--- src/rtl/affine_seq.sv ---
// -----------------------------------------------------------------------------
// affine_seq
//   Multi-cycle controller that drives the shared signed ALU to compute one
//   2-D affine transform per request:
//       x' = a11*x + a12*y + b1
//       y' = a21*x + a22*y + b2
//   Coefficients are Q1.(N-1) fractions; coordinates and offsets are integers.
//   The multiply scaling and the add wrap-around are done inside the ALU; this
//   block only sequences operands and captures results.
//
// Ports
//   clk            system clock, rising edge
//   rst_n          asynchronous active-low reset
//   i_start        request pulse, sampled only while idle
//   i_x, i_y       signed point coordinates
//   i_a11..i_a22   signed fractional coefficients
//   i_b1, i_b2     signed integer offsets
//   o_alu_a/_b     ALU operands
//   o_alu_func     ALU function code
//   i_alu_result   ALU combinational result
//   o_x_out/_y_out registered transform results (held between transforms)
//   o_busy         high while a transform is in progress
//   o_done         one-cycle completion pulse
// -----------------------------------------------------------------------------
`ifndef DATA_BUS_SIZE
`define DATA_BUS_SIZE 8
`endif
`ifndef ALU_CODE_SIZE
`define ALU_CODE_SIZE 3
`endif
`ifndef RB
`define RB 3'd1
`endif
`ifndef RADD
`define RADD 3'd2
`endif
`ifndef RMULT
`define RMULT 3'd4
`endif

module affine_seq #(
    parameter int N             = `DATA_BUS_SIZE,
    parameter int ALU_CODE_SIZE = `ALU_CODE_SIZE
) (
    input  logic                     clk,
    input  logic                     rst_n,
    input  logic                     i_start,
    input  logic [N-1:0]             i_x,
    input  logic [N-1:0]             i_y,
    input  logic [N-1:0]             i_a11,
    input  logic [N-1:0]             i_a12,
    input  logic [N-1:0]             i_a21,
    input  logic [N-1:0]             i_a22,
    input  logic [N-1:0]             i_b1,
    input  logic [N-1:0]             i_b2,
    output logic [N-1:0]             o_alu_a,
    output logic [N-1:0]             o_alu_b,
    output logic [ALU_CODE_SIZE-1:0] o_alu_func,
    input  logic [N-1:0]             i_alu_result,
    output logic [N-1:0]             o_x_out,
    output logic [N-1:0]             o_y_out,
    output logic                     o_busy,
    output logic                     o_done
);

    typedef enum logic [3:0] {
        IDLE, M11, M12, ADD1, B1, M21, M22, ADD2, B2
    } state_t;

    localparam logic [ALU_CODE_SIZE-1:0] FUNC_B    = ALU_CODE_SIZE'(`RB);
    localparam logic [ALU_CODE_SIZE-1:0] FUNC_ADD  = ALU_CODE_SIZE'(`RADD);
    localparam logic [ALU_CODE_SIZE-1:0] FUNC_MULT = ALU_CODE_SIZE'(`RMULT);

    state_t         r_state;
    state_t         w_state_next;
    logic           w_accept;

    // Operand copies taken at acceptance; the live inputs may change afterwards.
    logic [N-1:0]   r_x, r_y, r_a11, r_a12, r_a21, r_a22, r_b1, r_b2;
    logic [N-1:0]   r_acc, r_tmp;
    logic [N-1:0]   r_x_out, r_y_out;
    logic           r_done;

    assign w_accept = (r_state == IDLE) && i_start;

    // State register
    always_ff @(posedge clk or negedge rst_n) begin
        if (!rst_n) begin
            r_state <= IDLE;
        end else begin
            r_state <= w_state_next;
        end
    end

    // Next state and ALU operand selection; operands depend on state only.
    always_comb begin
        w_state_next = r_state;
        o_alu_func   = FUNC_B;
        o_alu_a      = '0;
        o_alu_b      = '0;
        case (r_state)
            IDLE: begin
                if (i_start) w_state_next = M11;
            end
            M11: begin
                o_alu_func   = FUNC_MULT;
                o_alu_a      = r_a11;
                o_alu_b      = r_x;
                w_state_next = M12;
            end
            M12: begin
                o_alu_func   = FUNC_MULT;
                o_alu_a      = r_a12;
                o_alu_b      = r_y;
                w_state_next = ADD1;
            end
            ADD1: begin
                o_alu_func   = FUNC_ADD;
                o_alu_a      = r_acc;
                o_alu_b      = r_tmp;
                w_state_next = B1;
            end
            B1: begin
                o_alu_func   = FUNC_ADD;
                o_alu_a      = r_acc;
                o_alu_b      = r_b1;
                w_state_next = M21;
            end
            M21: begin
                o_alu_func   = FUNC_MULT;
                o_alu_a      = r_a21;
                o_alu_b      = r_x;
                w_state_next = M22;
            end
            M22: begin
                o_alu_func   = FUNC_MULT;
                o_alu_a      = r_a22;
                o_alu_b      = r_y;
                w_state_next = ADD2;
            end
            ADD2: begin
                o_alu_func   = FUNC_ADD;
                o_alu_a      = r_acc;
                o_alu_b      = r_tmp;
                w_state_next = B2;
            end
            B2: begin
                o_alu_func   = FUNC_ADD;
                o_alu_a      = r_acc;
                o_alu_b      = r_b2;
                w_state_next = IDLE;
            end
            default: w_state_next = IDLE;
        endcase
    end

    // Datapath: the ALU result is captured at the end of every busy state.
    always_ff @(posedge clk or negedge rst_n) begin
        if (!rst_n) begin
            r_x     <= '0;
            r_y     <= '0;
            r_a11   <= '0;
            r_a12   <= '0;
            r_a21   <= '0;
            r_a22   <= '0;
            r_b1    <= '0;
            r_b2    <= '0;
            r_acc   <= '0;
            r_tmp   <= '0;
            r_x_out <= '0;
            r_y_out <= '0;
            r_done  <= 1'b0;
        end else begin
            r_done <= (r_state == B2);
            if (w_accept) begin
                r_x   <= i_x;
                r_y   <= i_y;
                r_a11 <= i_a11;
                r_a12 <= i_a12;
                r_a21 <= i_a21;
                r_a22 <= i_a22;
                r_b1  <= i_b1;
                r_b2  <= i_b2;
            end
            case (r_state)
                M11, ADD1, M21, ADD2: r_acc   <= i_alu_result;
                M12, M22:             r_tmp   <= i_alu_result;
                B1:                   r_x_out <= i_alu_result;
                B2:                   r_y_out <= i_alu_result;
                default: ;
            endcase
        end
    end

    assign o_x_out = r_x_out;
    assign o_y_out = r_y_out;
    assign o_done  = r_done;
    assign o_busy  = (r_state != IDLE);

endmodule
--- config.mk ---
export PLATFORM = sky130hd
export DESIGN_NAME = affine_seq
export DESIGN_NICKNAME = d
export VERILOG_FILES = /design/src/rtl/affine_seq.sv
export SDC_FILE = /design/constraint.sdc
export NUM_CORES = 1
export LEC_CHECK = 0
export ABC_AREA = 1
export CORE_ASPECT_RATIO = 2
export CORE_MARGIN = 4
export CORE_UTILIZATION = 50
export CTS_CLUSTER_SIZE = 24
export DETAILED_ROUTE_END_ITERATION = 6
export GPL_TIMING_DRIVEN = 1
export MAX_ROUTING_LAYER = met4
export PLACE_DENSITY = 0.8
export SLEW_MARGIN = 20
export SYNTH_ARGS = -nofsm -noshare
export SYNTH_HDL_FRONTEND = slang
export SYNTH_SLANG_ARGS = --single-unit
--- constraint.sdc ---
create_clock -name clk -period 1.85 [get_ports clk]
set_clock_uncertainty 0.1 [all_clocks]
set_input_delay 0.185 -clock clk [delete_from_list [all_inputs] [get_ports clk]]
set_output_delay 0.185 -clock clk [all_outputs]
set_load 0.02 [all_outputs]
**After elaboration in Yosys (flattened, before gate mapping)**

Index checks and enable logic that the tools add are counted.

- Muxes and demuxes: 5
- Reduce and logical (&&, ||, !) cells: 9
- Eq/ne operators: 9

Operators with widths:

| kind | number |
|---|---|
| 8-bit case mux with 5 select lines | 2 |
| 4-bit case mux with 8 select lines | 1 |
| 4-bit by 3-bit == test with 1-bit output, second input constant | 4 |
| 4-bit OR reduction | 3 |
| 4-bit by 2-bit == test with 1-bit output, second input constant | 2 |
| 3-bit case mux with 2 select lines | 1 |
| 2-bit OR reduction | 3 |
| 4-bit by 1-bit == test with 1-bit output, second input constant | 1 |
| 4-bit == test, second input constant | 1 |
| 4-bit zero test | 1 |
| 4-bit 2-to-1 mux | 1 |
| 4-bit nonzero test | 1 |
| 2-bit inequality test, second input constant | 1 |
| 1-bit logical AND | 1 |

- Input bits: 75
- Register bits after elaboration: 101

**Logic depth before layout (Yosys ltp)**

Gate-level depths: netlist (run 1).

- Depth in word-level cells: 3
- Depth in mapped cells: 9
- Gate-level depth less buffers: 8

**Worst setup path before layout (run 1)**

Ideal clock, no wire load.

- Path type: reg-to-output
- Start: register r_state[3]
- End: output port o_alu_func[0]
- Cell stages (with the launch flop): 7
- Arrival time: 1347 ps
- Slack: 218 ps
- Required time: 1565 ps
- Cells stage by stage: dfrtp_1 buf_4 inv_2 nor2_4 nand2_2 nand3b_4 nor2_1

- Cells in the longest elaborated chain, start to end: 3
- Elaborated cells on any way between the ends: 11
- Those cells by class: eq/ne: 8; mux: 1; reduce/logical: 2

RTL lines:

| item | line | RTL |
|---|---|---|
| from (decl) | 74 | `state_t r_state;` |
| from (signal assigned) | 91 | `r_state <= w_state_next;` |
| 4-bit == test, or another cell as far along | 101 | `case (r_state)` |
| 4-bit OR reduction (no source line) | - |  |
| 3-bit case mux with 2 select lines (*) | 101 |  |
| to (decl) | 58 | `output logic [ALU_CODE_SIZE-1:0] o_alu_func,` |

Mark *: on every way between the ends. The rest lies on a longest branch, timed or not.

**Worst setup path after layout (run 1)**

- Start: register r_state[0]
- End: output port o_alu_a[3]

- Cells in the longest elaborated chain, start to end: 3
- Elaborated cells on any way between the ends: 10
- Those cells by class: eq/ne: 8; mux: 1; reduce/logical: 1

RTL lines:

| item | line | RTL |
|---|---|---|
| 4-bit == test, or another cell as far along | 101 |  |
| 4-bit OR reduction (no source line) | - |  |
| 8-bit case mux with 5 select lines (*) | 101 |  |
| to (decl) | 56 | `output logic [N-1:0] o_alu_a,` |

Marked as above.

==> results.json, run 1 <==
{
  "status": "complete, but fails checks",
  "violations": "negative setup slack",
  "final_max_slew_viol_count": 0,
  "synth_fa_ha_area_share_pct": 0,
  "clock_sinks": 101,
  "synthMuxAreaShare_pct": 0,
  "drc": 0,
  "wl_per_cell_um": 15.6,
  "track_usage_pct": 24.2,
  "min_path_type": "in -> async",
  "setup.worst_path.start_class": "flip-flop",
  "synth_ff_type": "dfrtp_1",
  "drt_first_pass_iters": 4,
  "timing.rr.end": "r_x[2]$_DFFE_PN0P_",
  "fp.dieH_um": 145,
  "rsz0062_at_grt": "yes",
  "vdd_drop_max_mv": 1.28,
  "power.density_nw_per_um2": 1850,
  "period_needed_ps": 1970,
  "cts_root_buf": "clkbuf_16",
  "synth_edf_count": 0,
  "io_pins": 112,
  "switching_share_pct": 40.0,
  "fmax_mhz": 508,
  "yosys.area.top_type_share_pct": 53.8,
  "worst-setup-path-type": "reg -> out",
  "critical_path.startpoint": "r_state[0]$_DFFE_PN0P_",
  "cts_buffers": 9,
  "cts_max_path_buffers": 2,
  "synth.cells.most_frequent": "nand2_1 (167), dfrtp_1 (101), inv_1 (79), o21ai_1 (66), nand3_1 (58)",
  "ff2ff_path_depth": 8,
  "finalSetupTns_ps": -1440,
  "ant_nets": 0,
  "grt_antenna_before_repair": 0,
  "slew_headroom_pct": 69.8,
  "rows": 49,
  "netlist_instances": 570,
  "die-area_um2": 11100,
  "worst_pin_slew_ps": 452,
  "clk_latency_ps": 340,
  "die_w_um": 76.6,
  "core_um2": 9070,
  "crit_required_ps": 1560,
  "finalCritPeriodShare_pct": 106,
  "routed_via_density": 5.20,
  "combPwrFrac_pct": 49.9,
  "synth_area_leader_cell": "dfrtp_1",
  "seqCellArea_um2": 2530,
  "worst_setup_path_end_kind": "output pin",
  "htreeDepth": 3,
  "p_total_mw": 12.2,
  "synth_top_family_by_area": "simple AND/OR/NAND/NOR gates",
  "clockPowerShare_pct": 17.8,
  "p_leak_nw": 3.42,
  "avgSynthCellArea_um2": 8.25,
  "setup_ws_ps": -118,
  "cts_tree": "yes",
  "reg2reg_from": "r_state[0]$_DFFE_PN0P_",
  "drtIter0Drc": 277,
  "p_int_mw": 7.34,
  "synth-simple-area-share_pct": 24.0,
  "worst-path-max-fanout": 16,
  "synth_area_um2": 4700,
  "setup_viol": 20,
  "multi_input_area_um2": 1740,
  "regToRegSetupSlack_ps": -30,
  "grt_max_degree": 57,
  "power.switching_mw": 4.89,
  "yosys_warnings": 0,
  "crit_arrival_ps": 1680,
  "grt_first_pass_wirelength_um": 21000,
  "ys_seq_elements": 101,
  "synth_compound_area_share_pct": 11.1,
  "grt_overflow_total": 0,
  "synth_xor_area_share_pct": 0,
  "grt_pass1_vias": 4313,
  "syn_nets": 645,
  "clk_pin_slew_ps": 70,
  "synth.distinct_cells": 24,
  "nFillCells": 698,
  "drive_above_1_share_pct": 16.6,
  "area_growth_pct": 40.3,
  "nNetsFinal": 776,
  "gp_congestion": 0.894,
  "synth_most_common_cell": "nand2_1",
  "p_seq_share_pct": 32.3,
  "synthArstFlopShare_pct": 100,
  "start_util_pct": 51.8,
  "place_ws_ps": -231,
  "fin_area_um2": 6600,
  "wl_um": 12600,
  "drv_cap": 0,
  "n_antenna_cell": 0,
  "ys_top_cells_by_area": "dfrtp_1 (54%), nand2_1 (13%), o21ai_1 (7.0%)",
  "portBuffers": 111,
  "vias": 4201,
  "placed_area_um2": 6060,
  "place_hpwl_um": 8960,
  "hold_viol_final": 0,
  "synth-seq-area-share_pct": 53.8
}
==> final cells by class <==
class / count / share of cell area [%]
Sequential cell: 101 / 38.4
Multi-Input combinational cell: 360 / 26.4
Timing Repair Buffer: 148 / 23.3
Inverter: 81 / 4.69
Clock buffer: 9 / 3.41
Tap cell: 102 / 1.94
Clock inverter: 7 / 1.84
==> power by group through the flow <==
stage / sequential (mW) / clock, mW / combinational [mW]
finish: 3.95 / 2.18 / 6.10
CTS: 3.91 / 2.19 / 5.84
detailed placement: 3.90 / 0 / 5.61
global route: 4.07 / 2.30 / 6.65
floorplan: 3.95 / 0 / 3.08
global placement: 3.87 / 0 / 5.46
==> layer usage <==
layer  GRT usage, %  share of wire, %
met5              -                 0
met4           11.9               3.6
met3           3.60               3.9
met2           41.1                53
met1           27.8                39
==> sequential cells by signal (all words and copies together) (netlist names) <==
name,flops
o_x_out,8
o_done,1
r_acc,8
r_b2,8
r_y,8
r_a21,8
r_a22,8
o_y_out,8
r_state,4
r_a11,8
r_x,8
r_tmp,8
r_b1,8
r_a12,8
==> cell usage in the layout, fill, tap and decap left out <==
master / n
nand2_1: 154
dfrtp_1: 97
clkdlybuf4s50_1: 90
inv_1: 76
o21ai_1: 66
nand3_1: 56
buf_6: 28
o21ai_0: 25
nor2_1: 21
buf_4: 20
nand2_2: 12
clkbuf_16: 9
nor2_4: 7
buf_12: 7
dfrtp_2: 4
inv_2: 3
nand2_4: 3
a21oi_2: 3
o21ai_2: 3
bufinv_16: 3
inv_4: 2
nand3b_4: 2
nor2_2: 2
nand3_2: 2
inv_6: 2
nand3_4: 1
o211ai_1: 1
nor3_1: 1
o31ai_1: 1
clkinv_4: 1
clkinv_2: 1
dlygate4sd3_1: 1
buf_2: 1
buf_8: 1
==> how the worst max path moves through the flow <==
stage	endpoint	slack (ps)	cells past startpoint
final	o_alu_a[3]	-120	8
after global routing	o_alu_a[3]	-200	8
after CTS	o_alu_b[0]	-110	7
after detailed placement	o_alu_func[0]	-230	6
after global placement	o_alu_func[0]	-200	6
after floorplan	o_alu_func[0]	220	6
==> logic make-up (layout without fill, tap and decap cells) <==
group | count (synthesis) | in the layout
AO/OA/AOI/OAI | 99 | 99
AND/OR/NAND/NOR | 260 | 261
flip-flops | 101 | 101
buffers and inverters | 110 | 245
==> worst max-delay path: stages (launching register included) <==
cell	delay (ps)
dfrtp_2	470
inv_2	90
nor2_4	180
buf_12	160
nand3_1	80
nand2_1	90
nor2_1	50
nand2_1	90
buf_6	130
==> repair_timing <==
item,CTS,global route
setup endpoints to repair,20,20
resized for setup,127,32
pin swaps,5,8
buffers inserted,3,2
hold buffers,1,0
endpoints found under the hold margin,23,0
gates cloned,1,0
==> through the flow <==
step                std cells  hold WS [ps]  utilization, %
finish                    808           195            72.7
global route              808           218            72.7
CTS                       807           211            71.6
detailed placement        786          31.4            66.7
global placement          786          16.9            66.7
floorplan                 570          -211               -
(Power assumes the default switching activity.)
==> run 2: changes to the inputs <==
Settings changed: CELL_PAD_IN_SITES_DETAIL_PLACEMENT from default to 0, CELL_PAD_IN_SITES_GLOBAL_PLACEMENT from default to 1, CORE_UTILIZATION 50 to 38, CTS_BUF_LIST from default to sky130_fd_sc_hd__clkbuf_8, PLACE_DENSITY 0.8 to default, PLACE_DENSITY_LB_ADDON from default to 0.1.
==> run 2 against run 1 <==
Effect of this change:
- via count down 2.7%
- non-clock buffer count grew 4
- first-iteration DRC count decreased by 62%
- the flow still finishes with violations (negative setup slack)
- combinational power grew 4.1%
- critical path type unchanged
- power is 4.8% lower
==> results.json, run 2 (synthesized netlist as in run 1, its figures left out) <==
{
  "clock_sinks": 101,
  "final_cell_mix": "nand2_1 (148), dfrtp_1 (97), clkdlybuf4s50_1 (90), inv_1 (78), o21ai_1 (66)",
  "hold_viol_final": 0,
  "drive_above_1_share_pct": 19.4,
  "grt_overflow_total": 0,
  "finalCritPeriodShare_pct": 109,
  "nFillCells": 1174,
  "clk_latency_ps": 370,
  "slew_headroom_pct": 68.4,
  "fmax_mhz": 494,
  "cpPeakStageDelay_ps": 480,
  "portBuffers": 111,
  "finalSetupTns_ps": -2490,
  "power.density_nw_per_um2": 1760,
  "crit_required_ps": 1560,
  "cp_cell_sequence": "inv_2 > nor2_4 > nand2_2 > buf_4 > nand3b_4 > nor2_1 > clkdlybuf4s15_2",
  "nNetsFinal": 780,
  "cts_root_buf": "clkbuf_8",
  "layout_commonest_cell": "nand2_1",
  "p_leak_nw": 3.37,
  "final_max_slew_viol_count": 0,
  "place_hpwl_um": 9960,
  "fin_area_um2": 6630,
  "cts_buffers": 9,
  "vias": 4088,
  "status": "complete, but fails checks",
  "core_um2": 12100,
  "dp_cells": 835,
  "grt_first_pass_wirelength_um": 20800,
  "cts_tree": "yes",
  "grt_max_degree": 53,
  "crit_arrival_ps": 1740,
  "placed_area_um2": 6170,
  "cts_max_path_buffers": 2,
  "worst_pin_slew_ps": 472,
  "fp.dieH_um": 165,
  "drtIter0Drc": 106,
  "instances_no_fill": 857,
  "critical_path.top_delay_family": "buffers and inverters",
  "setup_viol": 18,
  "wl_um": 13500,
  "worst-path-max-fanout": 5,
  "grt_antenna_before_repair": 0,
  "wl_per_cell_um": 15.7,
  "clk_pin_slew_ps": 100,
  "ant_nets": 0,
  "cp_num_buf_inv": 3,
  "drt_first_pass_iters": 4,
  "track_usage_pct": 19.7,
  "place_ws_ps": -287,
  "grt_pass1_vias": 4237,
  "drv_cap": 0,
  "htreeDepth": 3,
  "worst_setup_path_end_kind": "output pin",
  "slowest_stage": "dfrtp_2",
  "rows": 57,
  "min_path_type": "in -> async",
  "routed_via_density": 4.77,
  "violations": "negative setup slack",
  "period_needed_ps": 2020,
  "setup.worst_path.start_class": "flip-flop",
  "die-area_um2": 14300,
  "worst-setup-path-type": "reg -> out",
  "setup_ws_ps": -173,
  "io_pins": 112,
  "die_w_um": 86.7,
  "area_growth_pct": 41.0,
  "n_antenna_cell": 0,
  "gp_congestion": 0.843,
  "start_util_pct": 38.8,
  "drc": 0,
  "vdd_drop_max_mv": 0.880,
  "rsz0062_at_grt": "yes"
}
## run 2: cell count changes in the layout (fill, tap and decap cells not counted), moves of 3 or more
| cell | change |
|---|---|
| buf_6 | -3 |
| bufinv_16 | -3 |
| clkbuf_16 | -8 |
| clkbuf_8 | +9 |
| clkinvlp_4 | +3 |
| nand2_1 | -6 |
| nand2_2 | +7 |
| nand3_1 | -8 |
| nand3_2 | +8 |
| nor2_1 | -5 |
| nor2_2 | +3 |
## run 2: path summary, 6_finish.rpt
kind                                   startpoint              endpoint  slack, ps  cells after the start
max                        r_state[3]$_DFFE_PN0P_         o_alu_func[0]       -170                      7
min                                         rst_n    r_x[2]$_DFFE_PN0P_        200                      2
max reg2reg                r_state[0]$_DFFE_PN0P_    r_y[1]$_DFFE_PN0P_         80                      8
min reg2reg                  r_acc[0]$_DFFE_PN0P_  r_acc[0]$_DFFE_PN0P_        390                      2
max in group asynchronous                   rst_n  r_a12[6]$_DFFE_PN0P_        860                      3
min in group clk                           i_x[2]    r_x[2]$_DFFE_PN0P_        230                      3
## run 2: repair_timing
action / in CTS / in global routing
cloned: 2 / 1
gates resized for setup: 158 / 19
endpoints found under the hold margin: 31 / 0
setup buffers: 3 / 1
hold buffers: 1 / 0
pin swaps: 15 / 8
setup endpoints to repair: 20 / 39
## run 2: stage by stage
stage          hold slack (ps)  power, mW  util (%)
2_1_floorplan             -211       7.03         -
3_3_place_gp              71.1       9.66      50.9
3_5_place_dp              69.4       9.76      50.9
4_1_cts                    195       11.6      53.9
5_1_grt                    216       12.5      54.7
6_report                   197       11.6      54.7
## run 2: area by class of cell
type / instances / area (um^2) / share of cell area (%)
clock buffer: 9 / 124 / 1.87
timing repair buffer: 152 / 1620 / 24.4
inverter: 81 / 304 / 4.59
sequential: 101 / 2530 / 38.2
multi-input combinational: 360 / 1820 / 27.4
clock inverter: 7 / 51.3 / 0.774
tap: 147 / 184 / 2.78
## run 2: power by group
| group | switching (mW) | leakage [nW] | internal, mW |
|---|---|---|---|
| Clock | 0.808 | 0.0850 | 0.496 |
| Sequential | 0.735 | 1.23 | 3.26 |
| Combinational | 3.44 | 2.05 | 2.91 |
## run 2: worst reg2reg max path, cell delays in order, from the launching register on
cell and delay [ps]:
dfrtp_2 480, nor2_4 200, buf_6 160, buf_6 100, buf_4 110, nand3_4 110
buf_12 200, nor2_1 170, a21oi_2 40
## run 2: layer usage
layer  wire length [um]  share of wire, %  track usage (%)  up-vias
met5                  0                 0                -        -
met4                425               3.2             7.94        0
met3                479               3.6             2.88       23
met2               7670                57             36.4       94
met1               4900                36             20.4     1914
li1                   -                 -                -     2057
==> run 3: changes to the inputs <==
Settings changed: CAP_MARGIN from default to 20, CORE_UTILIZATION 38 to 34.
Clock period 1.85 ns to 1.6 ns, I/O delays scaled along.
==> run 3 against run 2 <==
Effect of this change:
- via count grew 11%
- wire length rose by 19%
- first-iteration DRC count is 35% higher
- final cell count increased by 7.4%
- sequential power increased by 22%
- the flow still finishes with violations (negative setup slack)
- global-route usage grew 1.1 points
- register-to-register slack worse by 430 ps
- critical path type unchanged
==> results.json, run 3 (synthesized netlist as in run 1, its figures left out) <==
{
  "status": "complete, but fails checks",
  "violations": "negative setup slack",
  "cts_max_path_buffers": 2,
  "worst_pin_slew_ps": 477,
  "die_w_um": 91.2,
  "final_cell_mix": "dfrtp_1 (97), nand2_1 (83), inv_1 (76), clkdlybuf4s50_1 (73), buf_6 (50)",
  "fin_area_um2": 8220,
  "wl_per_cell_um": 17.4,
  "core_um2": 13500,
  "htreeDepth": 3,
  "wl_um": 16000,
  "clk_latency_ps": 370,
  "grt_overflow_total": 0,
  "regToRegSetupSlack_ps": -350,
  "nFillCells": 1164,
  "portBuffers": 111,
  "final_max_slew_viol_count": 0,
  "crit_end": "o_alu_a[0]",
  "critical_path.startpoint": "r_state[1]$_DFFE_PN0P_",
  "setup.worst_path.start_class": "flip-flop",
  "nNetsFinal": 835,
  "setup_ws_ps": -526,
  "cts_root_buf": "clkbuf_8",
  "multi_input_area_um2": 2450,
  "io_pins": 112,
  "clock_sinks": 101,
  "grt_pass1_vias": 4785,
  "place_hpwl_um": 10000,
  "crit_required_ps": 1340,
  "seqCellArea_um2": 2530,
  "slew_headroom_pct": 68.2,
  "timing.rr.end": "r_a12[7]$_DFFE_PN0P_",
  "place_ws_ps": -489,
  "period_needed_ps": 2130,
  "instances_no_fill": 920,
  "routed_via_density": 4.95,
  "hold_viol_final": 0,
  "rsz0062_at_grt": "yes",
  "worst-path-max-fanout": 4,
  "vias": 4558,
  "crit_arrival_ps": 1870,
  "placed_area_um2": 6170,
  "grt_antenna_before_repair": 0,
  "finalSetupTns_ps": -27110,
  "layout_commonest_cell": "dfrtp_1",
  "fp.dieH_um": 174,
  "grt_first_pass_wirelength_um": 25100,
  "grt_max_degree": 35,
  "min_path_type": "in -> async",
  "fmax_mhz": 470,
  "worst-setup-path-type": "reg -> out",
  "reg2reg_from": "r_state[3]$_DFFE_PN0P_",
  "gp_congestion": 0.833,
  "drv_cap": 0,
  "power.density_nw_per_um2": 2060,
  "drtIter0Drc": 143,
  "worst_setup_path_end_kind": "output pin",
  "ant_nets": 0,
  "vdd_drop_max_mv": 1.12,
  "track_usage_pct": 20.8,
  "p_total_mw": 17.0,
  "dp_cells": 846,
  "area_growth_pct": 74.9,
  "die-area_um2": 15900,
  "start_util_pct": 34.8,
  "finalCritPeriodShare_pct": 133,
  "setup_viol": 85,
  "cts_buffers": 9,
  "drt_first_pass_iters": 6,
  "rows": 60,
  "cts_tree": "yes",
  "drc": 0,
  "p_leak_nw": 4.04,
  "drive_above_1_share_pct": 41.8,
  "ff2ff_path_depth": 11,
  "n_antenna_cell": 0,
  "clk_pin_slew_ps": 110
}
[run 3: cell count changes in the layout (fill, tap and decap cells not counted), sizes merged]
cell / delta
clkinv: +4
clkdlybuf4s50: -17
nand3b: -1
buf: +55
clkbuf: +1
dlygate4sd2: +16
inv: -1
clkinvlp: -3
dlymetal6s2s: +1
[run 3: worst min path at each step]
| stage | start | endpoint |
|---|---|---|
| floorplan | rst_n | o_done$_DFF_PN0_ |
| global placement | rst_n | r_a11[7]$_DFFE_PN0P_ |
| detailed placement | rst_n | r_a11[7]$_DFFE_PN0P_ |
| CTS | rst_n | r_b1[7]$_DFFE_PN0P_ |
| global route | i_y[2] | r_y[2]$_DFFE_PN0P_ |
| finish | rst_n | r_y[0]$_DFFE_PN0P_ |
[run 3: final cells by class]
| class | instances | area share, % |
|---|---|---|
| sequential | 101 | 30.8 |
| tap | 155 | 2.36 |
| multi-input combinational | 359 | 29.8 |
| clock inverter | 7 | 0.989 |
| inverter | 81 | 3.79 |
| timing repair buffer | 208 | 30.8 |
| clock buffer | 9 | 1.51 |
[run 3: stage by stage]
| step | utilization (%) | hold slack (ps) |
|---|---|---|
| after floorplan | - | -236 |
| after global placement | 45.7 | 44.0 |
| after detailed placement | 45.7 | 49.9 |
| after CTS | 57.5 | 193 |
| after global routing | 60.8 | 198 |
| final | 60.8 | 185 |
[run 3: what timing repair did]
| item | CTS | global route |
|---|---|---|
| buffers inserted | 31 | 19 |
| cloned | 17 | 2 |
| hold buffers | 1 | 0 |
| pin swaps | 30 | 38 |
| resized for setup | 294 | 119 |
| hold endpoints to repair | 31 | 0 |
| endpoints found under the setup margin | 101 | 86 |
[run 3: critical path, stage by stage, from the launching register on]
cell and delay, ps:
dfrtp_2 470, buf_6 140, nor2_4 160, buf_12 140
buf_8 110, nand3_1 130, nand2_4 110, nor2_4 50
nand2_2 60, buf_6 110
[run 3: where the power goes]
part	internal, mW	switching [mW]
sequential	3.76	1.11
combinational	5.37	5.08
clock	0.622	1.02
total	9.75	7.21
[run 3: per-layer routing]
| metal | part of all wire (%) | vias up | GRT usage [%] | wire length [um] |
|---|---|---|---|---|
| li1 | - | 2172 | - | - |
| met1 | 35 | 2203 | 22.2 | 5550 |
| met2 | 57 | 138 | 37.6 | 9160 |
| met3 | 4.0 | 45 | 3.07 | 637 |
| met4 | 4.2 | 0 | 8.88 | 673 |
| met5 | 0 | - | - | 0 |
